**config.mk**
```make
export PLATFORM = sky130hd
export DESIGN_NAME = pcpi_mul_arbiter
export DESIGN_NICKNAME = d
export VERILOG_FILES = /design/src/rtl/pcpi_arb_pkg.sv /design/src/rtl/pcpi_mul_decode.sv /design/src/rtl/pcpi_mul_arbiter.sv
export SDC_FILE = /design/constraint.sdc
export NUM_CORES = 1
export LEC_CHECK = 0
export ABC_AREA = 1
export BUFFER_PORTS_ARGS = -buffer_cell sky130_fd_sc_hd__buf_2
export CAP_MARGIN = 20
export CORE_AREA = 2 2 157 159
export DETAILED_ROUTE_END_ITERATION = 6
export DIE_AREA = 0 0 159 161
export HOLD_SLACK_MARGIN = 0.06
export PLACE_DENSITY_LB_ADDON = 0.15
export SYNTH_ARGS = -nofsm -noshare
export SYNTH_HDL_FRONTEND = slang
export SYNTH_SLANG_ARGS = --single-unit
```
**constraint.sdc**
```tcl
create_clock -name clk -period 8 [get_ports clk]
set_input_delay 1.6 -clock clk [delete_from_list [all_inputs] [get_ports clk]]
set_output_delay 1.6 -clock clk [all_outputs]
set_load 0.1 [all_outputs]
```
**src/rtl/pcpi_arb_pkg.sv**
```systemverilog
// pcpi_arb_pkg: FSM state type, RV32M decode constants and counter sizing
// shared by the PCPI multiplier arbiter and its decoder.
package pcpi_arb_pkg;
  typedef enum logic [1:0] {IDLE, BUSY, RESP} state_t;
  localparam logic [6:0] OPCODE_OP = 7'b0110011;
  localparam logic [6:0] FUNCT7_MULDIV = 7'b0000001;
  function automatic int cnt_width(input int cycles);
    return $clog2(cycles);
  endfunction
endpackage

```
**src/rtl/pcpi_mul_decode.sv**
```systemverilog
// pcpi_mul_decode: flags a valid RV32M MUL/MULH/MULHSU/MULHU instruction.
module pcpi_mul_decode
  import pcpi_arb_pkg::*;
(
  input  logic        valid,
  input  logic [31:0] insn,
  output logic        is_mul
);
  logic unused_bits;
  assign unused_bits = ^{insn[24:15], insn[13:7]};
  assign is_mul = valid && insn[6:0] == OPCODE_OP && insn[31:25] == FUNCT7_MULDIV && !insn[14];
endmodule

```
**src/rtl/pcpi_mul_arbiter.sv**
```systemverilog
// pcpi_mul_arbiter: round-robin sharing of one PCPI multiplier between two
// requesters, with a watchdog that force-completes a stalled operation.
module pcpi_mul_arbiter
  import pcpi_arb_pkg::*;
#(
  parameter int TIMEOUT_CYCLES = 64
) (
  input  logic        clk,
  input  logic        reset,
  input  logic        r0_valid,
  input  logic [31:0] r0_insn,
  input  logic [31:0] r0_rs1,
  input  logic [31:0] r0_rs2,
  output logic        r0_wr,
  output logic [31:0] r0_rd,
  output logic        r0_wait,
  output logic        r0_ready,
  input  logic        r1_valid,
  input  logic [31:0] r1_insn,
  input  logic [31:0] r1_rs1,
  input  logic [31:0] r1_rs2,
  output logic        r1_wr,
  output logic [31:0] r1_rd,
  output logic        r1_wait,
  output logic        r1_ready,
  output logic        m_valid,
  output logic [31:0] m_insn,
  output logic [31:0] m_rs1,
  output logic [31:0] m_rs2,
  input  logic        m_wr,
  input  logic [31:0] m_rd,
  input  logic        m_wait,
  input  logic        m_ready,
  output logic        timeout_err
);
  localparam int CW = cnt_width(TIMEOUT_CYCLES);
  state_t state_q, state_d;
  logic gnt_q, gnt_d, last_q, last_d, m_valid_q, m_valid_d, terr_q, terr_d;
  logic [CW-1:0] cnt_q, cnt_d;
  logic [31:0] m_insn_q, m_insn_d, m_rs1_q, m_rs1_d, m_rs2_q, m_rs2_d;
  logic [1:0] is_mul, ready_q, ready_d, wr_q, wr_d;
  logic [1:0][31:0] rd_q, rd_d;
  logic pick, expired, unused_m_wait;
  pcpi_mul_decode u_dec0 (.valid(r0_valid), .insn(r0_insn), .is_mul(is_mul[0]));
  pcpi_mul_decode u_dec1 (.valid(r1_valid), .insn(r1_insn), .is_mul(is_mul[1]));
  assign unused_m_wait = m_wait;
  // r1 wins only when alone or when r0 was served last
  assign pick = is_mul[1] & (~is_mul[0] | ~last_q);
  assign expired = cnt_q == CW'(TIMEOUT_CYCLES - 1);
  always_comb begin
    state_d = state_q;
    gnt_d = gnt_q;
    last_d = last_q;
    cnt_d = cnt_q;
    m_valid_d = m_valid_q;
    m_insn_d = m_insn_q;
    m_rs1_d = m_rs1_q;
    m_rs2_d = m_rs2_q;
    ready_d = '0;
    wr_d = '0;
    rd_d = '0;
    terr_d = terr_q;
    unique case (state_q)
      IDLE: if (|is_mul) begin
        state_d = BUSY;
        gnt_d = pick;
        m_valid_d = 1'b1;
        cnt_d = '0;
        m_insn_d = pick ? r1_insn : r0_insn;
        m_rs1_d = pick ? r1_rs1 : r0_rs1;
        m_rs2_d = pick ? r1_rs2 : r0_rs2;
      end
      BUSY: begin
        cnt_d = cnt_q + CW'(1);
        if (m_ready || expired) begin
          state_d = RESP;
          m_valid_d = 1'b0;
          last_d = gnt_q;
          terr_d = terr_q | ~m_ready;
          // a requester that abandoned its request gets no response
          if (is_mul[gnt_q]) begin
            ready_d[gnt_q] = 1'b1;
            wr_d[gnt_q] = m_ready & m_wr;
            rd_d[gnt_q] = m_ready ? m_rd : '0;
          end
        end
      end
      default: state_d = IDLE;
    endcase
  end
  always_ff @(posedge clk or posedge reset) begin
    if (reset) begin
      state_q <= IDLE;
      gnt_q <= 1'b0;
      last_q <= 1'b1;
      cnt_q <= '0;
      m_valid_q <= 1'b0;
      m_insn_q <= '0;
      m_rs1_q <= '0;
      m_rs2_q <= '0;
      ready_q <= '0;
      wr_q <= '0;
      rd_q <= '0;
      terr_q <= 1'b0;
    end else begin
      state_q <= state_d;
      gnt_q <= gnt_d;
      last_q <= last_d;
      cnt_q <= cnt_d;
      m_valid_q <= m_valid_d;
      m_insn_q <= m_insn_d;
      m_rs1_q <= m_rs1_d;
      m_rs2_q <= m_rs2_d;
      ready_q <= ready_d;
      wr_q <= wr_d;
      rd_q <= rd_d;
      terr_q <= terr_d;
    end
  end
  assign r0_wait = is_mul[0] & ~ready_q[0];
  assign r1_wait = is_mul[1] & ~ready_q[1];
  assign r0_ready = ready_q[0];
  assign r1_ready = ready_q[1];
  assign r0_wr = wr_q[0];
  assign r1_wr = wr_q[1];
  assign r0_rd = rd_q[0];
  assign r1_rd = rd_q[1];
  assign m_valid = m_valid_q;
  assign m_insn = m_insn_q;
  assign m_rs1 = m_rs1_q;
  assign m_rs2 = m_rs2_q;
  assign timeout_err = terr_q;
endmodule

```
==> results.yml <==
sta:
  worstMarginPinSlew_ns: 0.972
  timing.final.ws_setup_ns: 3.55
  layout_min_cycle_time_ns: 4.45
  fin_crit_sh: 0.556
  maxSlewViolCount: 0
  fmax_mhz: 225
  hold_viol_final: 0
  setup_viol: 0
  whs_ns: 0.474
  skew_ns: 0.0126
  maxSlewHeadroom: 0.350
  finalSetupTns_ns: 0
  rsz0062_at_grt: "no"
outcome:
  outcome: "finished, final reports clean"
clock_network:
  clkSinkCount: 176
  clkTransAtPathRegs_ns: 0.07
  numCtsBuffers: 17
  cts_setup_buffers: 0
  htree_num_levels: 4
  clockBufferDepth: 2
  ctsResizeCount: 0
  cts_root_buf: "clkbuf_16"
  cts_hold_buf: 0
  cts_tree: "built"
  insertion_delay_ns: 0.43
setup_path:
  startpoint_type: "input port"
  crit_buf_inv: 2
  crit_chain: "buf_2 > nor2_1 > nand3_1 > nor2_2 > nand2_2 > nor2_1 > buf_2"
  cp_slowest_cell: "buf_2"
  required_ns: 6.40
  worstReg2RegEnd: "m_rs1[10]$_DFFE_PP0P_"
  crit_path_max_incr_delay_ns: 0.43
  critPathArrivalTime_ns: 2.85
  reg2reg_from: "state_q[1]$_DFFE_PP0P_"
  r2r_setup_slack_ns: 5.96
  path_max_fanout: 8
  cp_top_family: "simple AND/OR/NAND/NOR gates"
  r2r_cells: 6
  critPathCaptureType: "output port"
  crit_type: "input port to output port"
detailed_routing:
  dr.pass1.iters: 4
  vias: 7719
  routed_wl_um: 25200
  drt_iter0_markers: 398
  wl_per_cell_um: 14.4
  via_per_inst: 4.42
  antenna_left: 0
  drc_errors: 0
logic_synthesis:
  synth-seq-cells: 176
  synth_edf_count: 0
  synth.avg_cell_area_um2: 7.87
  yosys.cell_types.count: 23
  syn_nets: 1273
  async_flop_share: 1.00
  synth_cells: 1041
  netlist_area_um2: 8200
  synth_flop_cell: "dfrtp_1"
  yosysWarnings: 0
  yosysSeqAreaShare: 0.537
floorplanning:
  dieArea_um2: 25600
  num_rows: 57
  die_h_um: 161
  ioPinCount: 399
  core-area_um2: 24000
  initial_utilization: 0.342
  dieWidth_um: 159
global_routing:
  grt_pass1_wl_um: 39400
  antenna_found_initial: 2
  grt-ovfl-total: 0
  grtUsageTotal: 0.194
  grt_pass1_vias: 7349
  grt_max_degree: 114
hold_path:
  hp-start: "m_rs2[11]$_DFFE_PP0P_"
  hold_end: "m_rs2[11]$_DFFE_PP0P_"
  whs_path_depth: 2
  min_path_type: "flop to flop"
power_and_ir_drop:
  leakagePower_nw: 7.03
  finalPower_mw: 1.87
  p_per_area_nw_per_um2: 170
  ir_drop_uv: 101
finish:
  finalNonFillerCells: 1748
  final_cell_mix: "buf_2 (397), nand2_1 (277), inv_1 (218)"
  synthToLayoutAreaGrowth_pct: 33.8
  drive_gt1_frac: 0.330
  fin_nets: 1642
  utilization: 0.458
  design_area_um2: 11000
  final_common_cell: "buf_2"
  num-fill-cells: 2501
job:
  cap_violations: 0
place:
  postPlaceCellArea_um2: 10300
  port_buffers: 397
  gp_congestion: 0.780
  dp.final_hpwl_um: 17400
  dp_cells: 1714
  dp_slack_ns: 3.55
==> synth_stat cells, drive strengths merged (2+ instances only) <==
master,n,share of area
nand2,281,0.13
inv,222,0.10
dfrtp,175,0.53
nand3,173,0.11
nor3,61,0.037
buf,52,0.040
nor2,49,0.024
o21ai,10,0.0061
or2,5,0.0038
a21oi,4,0.0024
clkbuf,4,0.0018
nand4,2,0.0015
==> flip-flops by register name, summed over array words and instances (netlist names) <==
signal / cells
cnt_q: 6
m_rs2: 32
gnt_q: 1
ready_q: 2
last_q: 1
state_q: 2
wr_q: 2
r0_rd: 32
m_insn: 32
m_rs1: 32
timeout_err: 1
m_valid: 1
r1_rd: 32
==> layout make-up <==
cell class              count  area, µm²  share of cell area
diodes                      1       2.50            0.000228
clock buffers              18        439              0.0400
clock inverters            14        166              0.0152
inverters                 222        838              0.0764
multi-input cells         587       2640               0.241
flip-flops and latches    176       4410               0.402
well taps                 324        405              0.0369
repair buffers            406       2070               0.189
==> metal layers <==
| metal | vias to the layer above | wire [µm] | global-route usage |
|---|---|---|---|
| met5 | - | 13 | 0 |
| met4 | 2 | 446 | 0.0574 |
| met3 | 34 | 1800 | 0.0557 |
| met2 | 272 | 12400 | 0.332 |
| met1 | 3546 | 10500 | 0.240 |
| li1 | 3865 | - | - |
==> worst max-delay path by stage <==
stage                      startpoint              endpoint  slack, ns  cells after the start
after CTS                 r1_insn[28]               r1_wait       3.55                      7
final                     r1_insn[28]               r1_wait       3.55                      7
after global routing       r1_insn[4]               r1_wait       3.46                      8
after floorplan                 reset  cnt_q[0]$_DFFE_PP0P_       1.63                      1
after detailed placement  r1_insn[28]               r1_wait       3.55                      7
after global placement    r1_insn[28]               r1_wait       3.55                      7
==> tightest hold or removal path: cells and delay by family, from the launching register on <==
| family | cells | cell delay (ns) |
|---|---|---|
| simple gates | 2 | 0.10 |
| flops | 1 | 0.34 |
==> cells by family after synthesis <==
logic type | Yosys count | share of synthesized area
and+or+nand+nor | 571 | 0.308
AOI/OAI and AO/OA | 15 | 0.00962
buffers and inverters | 278 | 0.143
DFF | 176 | 0.537
adders and majority gates | 1 | 0.00153
==> report_power, final <==
| part | internal, mW | switching (mW) | total [mW] |
|---|---|---|---|
| sequential | 0.891 | 0.00183 | 0.893 |
| combinational | 0.0573 | 0.0699 | 0.127 |
| clock | 0.430 | 0.418 | 0.848 |
Power figures use the tool's default switching activity.
